===== src/rtl/des_block_sequencer_if.sv =====
// rtl/des_block_sequencer_if.sv - RAM port and DES core handshake bundle for des_block_sequencer
interface des_block_sequencer_if #(
   parameter int ADDR_W = 6,
   parameter int DATA_W = 64
);
   logic              mem_en;
   logic              mem_wr0;
   logic [ADDR_W-1:0] mem_add0;
   logic [DATA_W-1:0] mem_data0_in;
   logic [DATA_W-1:0] mem_data0_out;
   logic              mem_wr1;
   logic [ADDR_W-1:0] mem_add1;
   logic [DATA_W-1:0] mem_data1_in;
   logic              core_valid;
   logic [DATA_W-1:0] core_data;
   logic              core_ready;
   logic              res_valid;
   logic [DATA_W-1:0] res_data;
   logic              res_ready;

   modport master (
      output mem_en, mem_wr0, mem_add0, mem_data0_in,
      output mem_wr1, mem_add1, mem_data1_in,
      output core_valid, core_data, res_ready,
      input  mem_data0_out, core_ready, res_valid, res_data
   );

   modport slave (
      input  mem_en, mem_wr0, mem_add0, mem_data0_in,
      input  mem_wr1, mem_add1, mem_data1_in,
      input  core_valid, core_data, res_ready,
      output mem_data0_out, core_ready, res_valid, res_data
   );
endinterface


===== src/rtl/des_block_sequencer.sv =====
// rtl/des_block_sequencer.sv - reads RAM blocks, runs each through the DES core, writes results back
// Optional: DES_SEQ_TIMEOUT_EN adds an 8-bit handshake timeout with sticky o_err.
module des_block_sequencer #(
   parameter int ADDR_W = 6,
   parameter int DATA_W = 64
) (
   input  logic              clk,
   input  logic              rst_n,
   input  logic              i_start,
   input  logic [ADDR_W-1:0] i_src_addr,
   input  logic [ADDR_W-1:0] i_dst_addr,
   input  logic [ADDR_W:0]   i_num_blocks,
   output logic              o_busy,
   output logic              o_done,
   output logic              o_err,
   des_block_sequencer_if.master bus
);
   localparam logic [2:0] S_IDLE    = 3'd0;
   localparam logic [2:0] S_RD      = 3'd1;
   localparam logic [2:0] S_RWAIT   = 3'd2;
   localparam logic [2:0] S_ISSUE   = 3'd3;
   localparam logic [2:0] S_COLLECT = 3'd4;
   localparam logic [2:0] S_WR      = 3'd5;
   localparam logic [2:0] S_FIN     = 3'd6;

   localparam logic [ADDR_W:0] C_MAX_BLOCKS = {1'b1, {ADDR_W{1'b0}}};

   logic [2:0]        r_state;
   logic [2:0]        w_next;
   logic [ADDR_W-1:0] r_src;
   logic [ADDR_W-1:0] r_dst;
   logic [ADDR_W:0]   r_count;
   logic [ADDR_W:0]   r_idx;
   logic [DATA_W-1:0] r_block;
   logic [DATA_W-1:0] r_result;
   logic [ADDR_W:0]   w_num_clamp;
   logic [ADDR_W:0]   w_idx_inc;
   logic [ADDR_W-1:0] w_idx_lo;
   logic              w_tmo_hit;

   assign w_num_clamp = (i_num_blocks > C_MAX_BLOCKS) ? C_MAX_BLOCKS : i_num_blocks;
   assign w_idx_inc   = r_idx + 1'b1;
   assign w_idx_lo    = r_idx[ADDR_W-1:0];

   // An empty job passes through RWAIT (no RAM access) so done lands two cycles after start.
   always_comb begin
      w_next = r_state;
      case (r_state)
         S_IDLE:    if (i_start) w_next = (w_num_clamp == '0) ? S_RWAIT : S_RD;
         S_RD:      w_next = S_RWAIT;
         S_RWAIT:   w_next = (r_count == '0) ? S_FIN : S_ISSUE;
         S_ISSUE: begin
            if (bus.core_ready)  w_next = S_COLLECT;
            else if (w_tmo_hit)  w_next = S_FIN;
         end
         S_COLLECT: begin
            if (bus.res_valid)   w_next = S_WR;
            else if (w_tmo_hit)  w_next = S_FIN;
         end
         S_WR:      w_next = (w_idx_inc == r_count) ? S_FIN : S_RD;
         S_FIN:     w_next = S_IDLE;
         default:   w_next = S_IDLE;
      endcase
   end

   always_ff @(posedge clk) begin
      if (!rst_n) begin
         r_state  <= S_IDLE;
         r_src    <= '0;
         r_dst    <= '0;
         r_count  <= '0;
         r_idx    <= '0;
         r_block  <= '0;
         r_result <= '0;
      end else begin
         r_state <= w_next;
         case (r_state)
            S_IDLE: begin
               if (i_start) begin
                  r_src   <= i_src_addr;
                  r_dst   <= i_dst_addr;
                  r_count <= w_num_clamp;
                  r_idx   <= '0;
               end
            end
            S_RWAIT:   r_block <= bus.mem_data0_out;
            S_COLLECT: if (bus.res_valid) r_result <= bus.res_data;
            S_WR:      r_idx <= w_idx_inc;
            default:   ;
         endcase
      end
   end

   // Outputs decode state and registers only, so core/result handshakes never reach the RAM pins.
   assign bus.mem_en       = (r_state == S_RD) || (r_state == S_WR);
   assign bus.mem_wr0      = 1'b1;
   assign bus.mem_add0     = (r_state == S_RD) ? (r_src + w_idx_lo) : '0;
   assign bus.mem_data0_in = '0;
   assign bus.mem_wr1      = (r_state != S_WR);
   assign bus.mem_add1     = (r_state == S_WR) ? (r_dst + w_idx_lo) : '0;
   assign bus.mem_data1_in = (r_state == S_WR) ? r_result : '0;
   assign bus.core_valid   = (r_state == S_ISSUE);
   assign bus.core_data    = (r_state == S_ISSUE) ? r_block : '0;
   assign bus.res_ready    = (r_state == S_COLLECT);
   assign o_busy           = (r_state != S_IDLE) && (r_state != S_FIN);
   assign o_done           = (r_state == S_FIN);

`ifdef DES_SEQ_TIMEOUT_EN
   logic [7:0] r_tmo;
   logic       r_err;

   always_ff @(posedge clk) begin
      if (!rst_n) begin
         r_tmo <= '0;
         r_err <= 1'b0;
      end else begin
         if (w_next != r_state)
            r_tmo <= '0;
         else if ((r_state == S_ISSUE) || (r_state == S_COLLECT))
            r_tmo <= r_tmo + 8'd1;
         if (((r_state == S_ISSUE) || (r_state == S_COLLECT)) && (w_next == S_FIN))
            r_err <= 1'b1;
      end
   end

   assign w_tmo_hit = (r_tmo == 8'hFF);
   assign o_err     = r_err;
`else
   assign w_tmo_hit = 1'b0;
   assign o_err     = 1'b0;
`endif
endmodule


===== src/flat_wrapper.sv =====
// flat-port wrapper written by rule: the top's interface ports become plain ports
module des_block_sequencer_flat 
#(
   parameter int ADDR_W = 6,
   parameter int DATA_W = 64
)
  (clk, rst_n, i_start, i_src_addr, i_dst_addr, i_num_blocks, o_busy, o_done, o_err, bus_mem_en, bus_mem_wr0, bus_mem_add0, bus_mem_data0_in, bus_mem_wr1, bus_mem_add1, bus_mem_data1_in, bus_core_valid, bus_core_data, bus_res_ready, bus_mem_data0_out, bus_core_ready, bus_res_valid, bus_res_data);
  des_block_sequencer_if #(.ADDR_W(ADDR_W), .DATA_W(DATA_W)) bus_i ();
  input  logic clk;
  input  logic rst_n;
  input  logic i_start;
  input  logic [ADDR_W-1:0] i_src_addr;
  input  logic [ADDR_W-1:0] i_dst_addr;
  input  logic [ADDR_W:0] i_num_blocks;
  output logic o_busy;
  output logic o_done;
  output logic o_err;
  output wire logic [$bits(bus_i.mem_en)-1:0] bus_mem_en;
  output wire logic [$bits(bus_i.mem_wr0)-1:0] bus_mem_wr0;
  output wire logic [$bits(bus_i.mem_add0)-1:0] bus_mem_add0;
  output wire logic [$bits(bus_i.mem_data0_in)-1:0] bus_mem_data0_in;
  output wire logic [$bits(bus_i.mem_wr1)-1:0] bus_mem_wr1;
  output wire logic [$bits(bus_i.mem_add1)-1:0] bus_mem_add1;
  output wire logic [$bits(bus_i.mem_data1_in)-1:0] bus_mem_data1_in;
  output wire logic [$bits(bus_i.core_valid)-1:0] bus_core_valid;
  output wire logic [$bits(bus_i.core_data)-1:0] bus_core_data;
  output wire logic [$bits(bus_i.res_ready)-1:0] bus_res_ready;
  input wire logic [$bits(bus_i.mem_data0_out)-1:0] bus_mem_data0_out;
  input wire logic [$bits(bus_i.core_ready)-1:0] bus_core_ready;
  input wire logic [$bits(bus_i.res_valid)-1:0] bus_res_valid;
  input wire logic [$bits(bus_i.res_data)-1:0] bus_res_data;
  assign bus_mem_en = bus_i.mem_en;
  assign bus_mem_wr0 = bus_i.mem_wr0;
  assign bus_mem_add0 = bus_i.mem_add0;
  assign bus_mem_data0_in = bus_i.mem_data0_in;
  assign bus_mem_wr1 = bus_i.mem_wr1;
  assign bus_mem_add1 = bus_i.mem_add1;
  assign bus_mem_data1_in = bus_i.mem_data1_in;
  assign bus_core_valid = bus_i.core_valid;
  assign bus_core_data = bus_i.core_data;
  assign bus_res_ready = bus_i.res_ready;
  assign bus_i.mem_data0_out = bus_mem_data0_out;
  assign bus_i.core_ready = bus_core_ready;
  assign bus_i.res_valid = bus_res_valid;
  assign bus_i.res_data = bus_res_data;
  des_block_sequencer #(.ADDR_W(ADDR_W), .DATA_W(DATA_W)) u_core (.clk(clk), .rst_n(rst_n), .i_start(i_start), .i_src_addr(i_src_addr), .i_dst_addr(i_dst_addr), .i_num_blocks(i_num_blocks), .o_busy(o_busy), .o_done(o_done), .o_err(o_err), .bus(bus_i));
endmodule

===== config.mk =====
export PLATFORM = sky130hd
export DESIGN_NAME = des_block_sequencer_flat
export DESIGN_NICKNAME = d
export VERILOG_FILES = /design/src/rtl/des_block_sequencer_if.sv /design/src/rtl/des_block_sequencer.sv /design/src/flat_wrapper.sv
export SDC_FILE = /design/constraint.sdc
export NUM_CORES = 1
export LEC_CHECK = 0
export BUFFER_PORTS_ARGS = -buffer_cell sky130_fd_sc_hd__buf_4
export CAP_MARGIN = 15
export CELL_PAD_IN_SITES_DETAIL_PLACEMENT = 0
export CELL_PAD_IN_SITES_GLOBAL_PLACEMENT = 1
export CORE_MARGIN = 8
export CORE_UTILIZATION = 36
export CTS_CLUSTER_DIAMETER = 80
export DETAILED_ROUTE_END_ITERATION = 6
export PLACE_DENSITY_LB_ADDON = 0.1
export SYNTH_ARGS = -nofsm -noshare
export SYNTH_HDL_FRONTEND = slang
export SYNTH_SLANG_ARGS = --single-unit

===== constraint.sdc =====
create_clock -name clk -period 3.96 [get_ports clk]
set_input_delay 0 -clock clk [delete_from_list [all_inputs] [get_ports clk]]
set_output_delay 0 -clock clk [all_outputs]
set_load 0.01 [all_outputs]

# [Word-level counts from Yosys, hierarchy flattened]
# Index checks and enable logic that the tools add are counted.
[op_classes] n_lt_le_gt_ge=1 n_eq_ne=12 n_shift=0 n_reduce_logical=11 add_sub_neg=3 multipliers=0 muxes=14 div=0 bitwise=0
[op_table] operator="$mux W64" n=2
[op_table] operator="$pmux W3 S6" n=1
[op_table] operator="$mux W3" n=5
[op_table] operator="$logic_not A7 Y1" n=2
[op_table] operator="$mux W7" n=2
[op_table] operator="$pmux W7 S2" n=1
[op_table] operator="$add A6 B6 Y6" n=2
[op_table] operator="$mux W6" n=2
[op_table] operator="$eq A3 B3 Y1 const B" n=3
[op_table] operator="$add A7 B1 Y7 const B" n=1
[op_table] operator="$eq A7 B7 Y1" n=1
[op_table] operator="$gt A7 B7 Y1 const B" n=1
[op_table] operator="$eq A3 B2 Y1 const B" n=2
[op_table] operator="$ne A3 B3 Y1 const B" n=2
[op_table] operator="$reduce_and A2 Y1" n=3
[op_table] operator="$ne A2 B1 Y1 const B" n=2
[op_table] operator="$eq A3 B1 Y1 const B" n=1
[op_table] operator="$logic_not A3 Y1" n=1
[op_table] operator="$reduce_and A3 Y1" n=1
[op_table] operator="$reduce_bool A3 Y1" n=1
[op_table] operator="$mux W2" n=1
[op_table] operator="$ne A2 B2 Y1 const B" n=1
[op_table] operator="$reduce_bool A2 Y1" n=1
[op_table] operator="$logic_and A1 B1 Y1" n=1
[op_table] operator="$logic_or A1 B1 Y1" n=1
[word_totals] ff_bits=157 mem_count=0 latch_bits=0 out_inout_bits=212 wordCells=48 mem_bits_rw=0 mem_bits_ro=0

# [Logic depth before layout (Yosys ltp)]
[logic_depth] word_depth=6 depth_mapped=7

# [Worst setup path after synthesis]
# No wires, ideal clock.
[synth_timing] kind="reg-to-reg" startpoint="register u_core.r_idx[1]" endpoint="register u_core.r_state[0]" slack_ps=2194 synth_period_minus_slack_ps=1766 required_time_ps=3840 t_arrival_ps=1646 stages_incl_launch_ff=7 cell_sequence="dfxtp_1 ha_1 and3_4 nand3_4 xnor2_1 nand3_1 o31a_1"
[synth_between] elab_chain_len=4
[synth_lines] item="start, declared" line="des_block_sequencer.sv:33" rtl="logic [ADDR_W:0] r_idx;"
[synth_lines] item="start signal, assigned" line="des_block_sequencer.sv:88" rtl="S_WR: r_idx <= w_idx_inc;"
[synth_lines] item="$add A7 B1 Y7" line="des_block_sequencer.sv:42" rtl="assign w_idx_inc = r_idx + 1'b1;"
[synth_lines] item="$eq A7 B7 Y1" line="des_block_sequencer.sv:60" rtl="S_WR: w_next = (w_idx_inc == r_count) ? S_FIN : S_RD;"
[synth_lines] item="$mux W3" line="des_block_sequencer.sv:60"
[synth_lines] item="$pmux W3 S6" line="des_block_sequencer.sv:48" rtl="case (r_state)"
[synth_lines] item="end signal, assigned" line="des_block_sequencer.sv:76" rtl="r_state <= w_next;"
[synth_lines] item="end, declared" line="des_block_sequencer.sv:28" rtl="logic [2:0] r_state;"
# Every way passes these cells.
# A chain may end at the register's enable or synchronous reset.

# [Worst setup path after layout]
[layout_timing] startpoint="register u_core.r_state[1]" endpoint="register u_core.r_block[20]"
[layout_between] elab_chain_len=1
[layout_lines] item="$eq A3 B2 Y1" line="des_block_sequencer.sv:77" rtl="case (r_state)"
[layout_lines] item="end signal, assigned" line="des_block_sequencer.sv:86" rtl="S_RWAIT: r_block <= bus.mem_data0_out;"
[layout_lines] item="end, declared" line="des_block_sequencer.sv:34" rtl="logic [DATA_W-1:0] r_block;"
# Every way passes these cells.

==> impl_metrics.toml <==
[synthesis]
synth_cells = 1014
synth_flop_cell = "dfxtp_1"
synth_cell_types = 47
synth_xor_xnor_area_share_pct = 2.064
synth_most_common_cell = "nand2_1"
synth_area_um2 = 8061
synth_top_area_share_pct = 38.99
synth_commonest_cells = "nand2_1 (297), dfxtp_1 (157), a21boi_0 (105), buf_4 (75)"
synth_top_family_by_area = "simple AND/OR/NAND/NOR gates"
yosysWarningCount = 0
synthMuxAreaShare_pct = 0
synth-adder-area-share_pct = 2.204
yosys-top-cells-area = "dfxtp_1 (39%), nand2_1 (14%), a21boi_0 (9.8%), buf_4 (7.0%), and2_1 (5.3%)"
synth_edf_count = 0
async_flop_share_pct = 0
yosysTopAreaCell = "dfxtp_1"
synth_area_per_cell_um2 = 7.950
synth_compound_area_share_pct = 17.06
yosys.area_share.simple_pct = 28.93
synth_seq_cells = 157
synth.yosys.seq_area_share_pct = 38.99

[power_and_ir_drop]
p_seq_share_pct = 40.8
finalPower_mw = 4.310
clkPwrFrac_pct = 39.3
ir_drop_mv = 0.2870
sw_frac_of_total_pct = 27.96
power_density_nw_per_um2 = 346.7
leakage_nw = 5.646
switchingPower_mw = 1.205
share_comb_of_total_power_pct = 19.9
cell_internal_pwr_mw = 3.105

[setup_path]
cp_top_family = "simple AND/OR/NAND/NOR gates"
worstPathRequired_ns = 4.33
path_class = "reg2reg"
max_stage_delay_ns = 0.68
critPathMaxFanout = 31
worstSetupEndpointType = "flop"
cp.arrival_ns = 3.26
crit_slowest_cell = "nor2b_4"
cp_num_buf_inv = 2
path_cells = "and2b_2 > nor2b_4 > buf_4 > nand2_1 > a21boi_0 > dlygate4sd3_1"
worst_setup_path_start_kind = "flop"

[sta]
finalCriticalPeriod_ns = 2.893
tightest_slew_ns = 0.8400
hold_viol_final = 0
rsz0062_at_grt = "false"
setup_viol = 0
slew_viol_final = 0
skew_ns = 0.01164
max-slew-margin-rel_pct = 43.83
fmax_ghz = 0.3457
tns_ns = 0
min_period_over_period_pct = 73.05

[route]
dr.pass1.iters = 4
drc = 0
drtAntennaViolNets = 0
avgRoutedWirePerCell_um = 15.91
dr.first_iter.drc_count = 359
via_per_inst = 4.595
num_vias = 7912
routed_wirelength_mm = 27.40

[clock_network]
cts_tree = "yes"
clock_path_buffers = 2
numCtsBuffers = 17
clk_latency_ns = 0.42
cts-root-buf = "clkbuf_16"
clk_pin_slew_ns = 0.07
cts_max_level = 4
post-cts-setup-buffers = 0
cts.sinks = 157

[flow_run]
drv_cap = 0

[global_routing]
grt_max_degree = 72
antenna_found_initial = 2
grt_pass1_vias = 8141
grt_overflow = 0
grt_usage_pct = 19.24
grt_pass1_wl_mm = 43.80

[finish]
fin_nets = 1595
drive_gt1_share_pct = 24.43
area_delta_synth_final_pct = 54.21
num-fill-cells = 2117

[place]
dp_hpwl_mm = 18.78
numPortBuffers = 297
gp_congestion = 0.7453

[floorplanning]
start_util_pct = 36.83
io_pins = 364
core_area_um2 = 21890
die_h_um = 165.6
die_area_um2 = 27440
chipWidth_um = 165.6
row_count = 54

[min_path]
hp-class = "in2reg"

[run_status]
status = "complete, no violations"
## worst register-to-register path: stages, from the launching register on
cell and delay, ns:
dfxtp_1 0.59, and2b_2 0.39, nor2b_4 0.69, buf_4 0.36
nand2_1 0.07, a21boi_0 0.18, dlygate4sd3_1 0.58
## worst paths after layout
kind                         end  slack [ns]  cells after the start                 from
min            u_core.r_state[2]         0.1                      5                rst_n
max           u_core.r_block[20]        1.07                      6    u_core.r_state[1]
min reg2reg  u_core.r_result[17]        0.45                      2  u_core.r_result[17]
max reg2reg   u_core.r_block[20]        1.07                      6    u_core.r_state[1]
## metal layers
metal | GRT usage, % | share of wire [%] | vias to the layer above
met5 | 0 | 0.029 | -
met4 | 5.447 | 1.8 | 2
met3 | 6.933 | 7.1 | 27
met2 | 32.60 | 49 | 229
met1 | 22.44 | 42 | 3652
li1 | - | - | 4002
## power by group through the flow
stage	sequential, mW	combinational, mW	clock [mW]
after global routing	1.78	0.952	1.81
after detailed placement	1.80	0.713	0
after floorplan	1.75	0.514	0
after CTS	1.76	0.862	1.74
final	1.76	0.857	1.69
after global placement	1.79	0.710	0
## registers in the layout (all words and copies together), names as in the netlist
signal           cells
u_core.r_src         6
u_core.r_result     64
u_core.r_count       7
u_core.r_idx         7
u_core.r_block      64
u_core.r_dst         6
u_core.r_state       3
## logic make-up after synthesis
logic type	count (synthesis)
AO/OA/AOI/OAI	188
other	2
buffers and inverters	144
XOR/XNOR	19
adder cells (fa/ha/maj)	13
AND/OR/NAND/NOR	491
flip-flops	157
## layout by cell type, fill, tap and decap left out, types with 7 or more instances in the layout
| cell type | synthesis | layout |
|---|---|---|
| ha_1 | 11 | 11 |
| and2_1 | 68 | 68 |
| dlygate4sd3_1 | 0 | 166 |
| a21boi_0 | 105 | 105 |
| xnor2_1 | 11 | 11 |
| xor2_1 | 8 | 8 |
| nand3b_1 | 9 | 9 |
| nand2_1 | 297 | 296 |
| a21boi_1 | 44 | 44 |
| a21oi_1 | 12 | 12 |
| o21ai_0 | 8 | 8 |
| clkbuf_16 | 0 | 17 |
| a21o_1 | 8 | 8 |
| dfxtp_1 | 157 | 156 |
| nor2b_1 | 8 | 7 |
| buf_4 | 75 | 307 |
| nor2_1 | 18 | 18 |
| conb_1 | 2 | 66 |
| and3_1 | 68 | 67 |
## metrics by stage
stage	instance area, um2	setup WS, ns	util, %	instances	hold WS (ns)
after CTS	12430	1.062	56.78	1721	0.08268
after detailed placement	10170	1.572	46.46	1525	0.2557
after floorplan	8302	2.194	-	1078	0.1348
after global routing	12430	0.8001	56.79	1722	0.1241
final	12430	1.067	56.79	1722	0.09951
after global placement	10170	1.639	46.46	1525	0.2463
## what timing repair did
action	CTS	global route
hold endpoints to repair	148	0
hold buffers	166	0
endpoints found under the setup margin	0	0
gates resized for setup	0	0
## cell type report
cell class	instances	area, um2	area share (%)
clock buffers	20	456.7	3.674
diodes	1	2.502	0.02013
inverters	2	7.507	0.06039
flip-flops and latches	157	3144	25.29
repair buffers	475	4006	32.23
well taps	280	350.3	2.818
clock inverters	10	140.1	1.127
multi-input cells	777	4324	34.78
No activity file was read; power rests on OpenSTA's default activity.
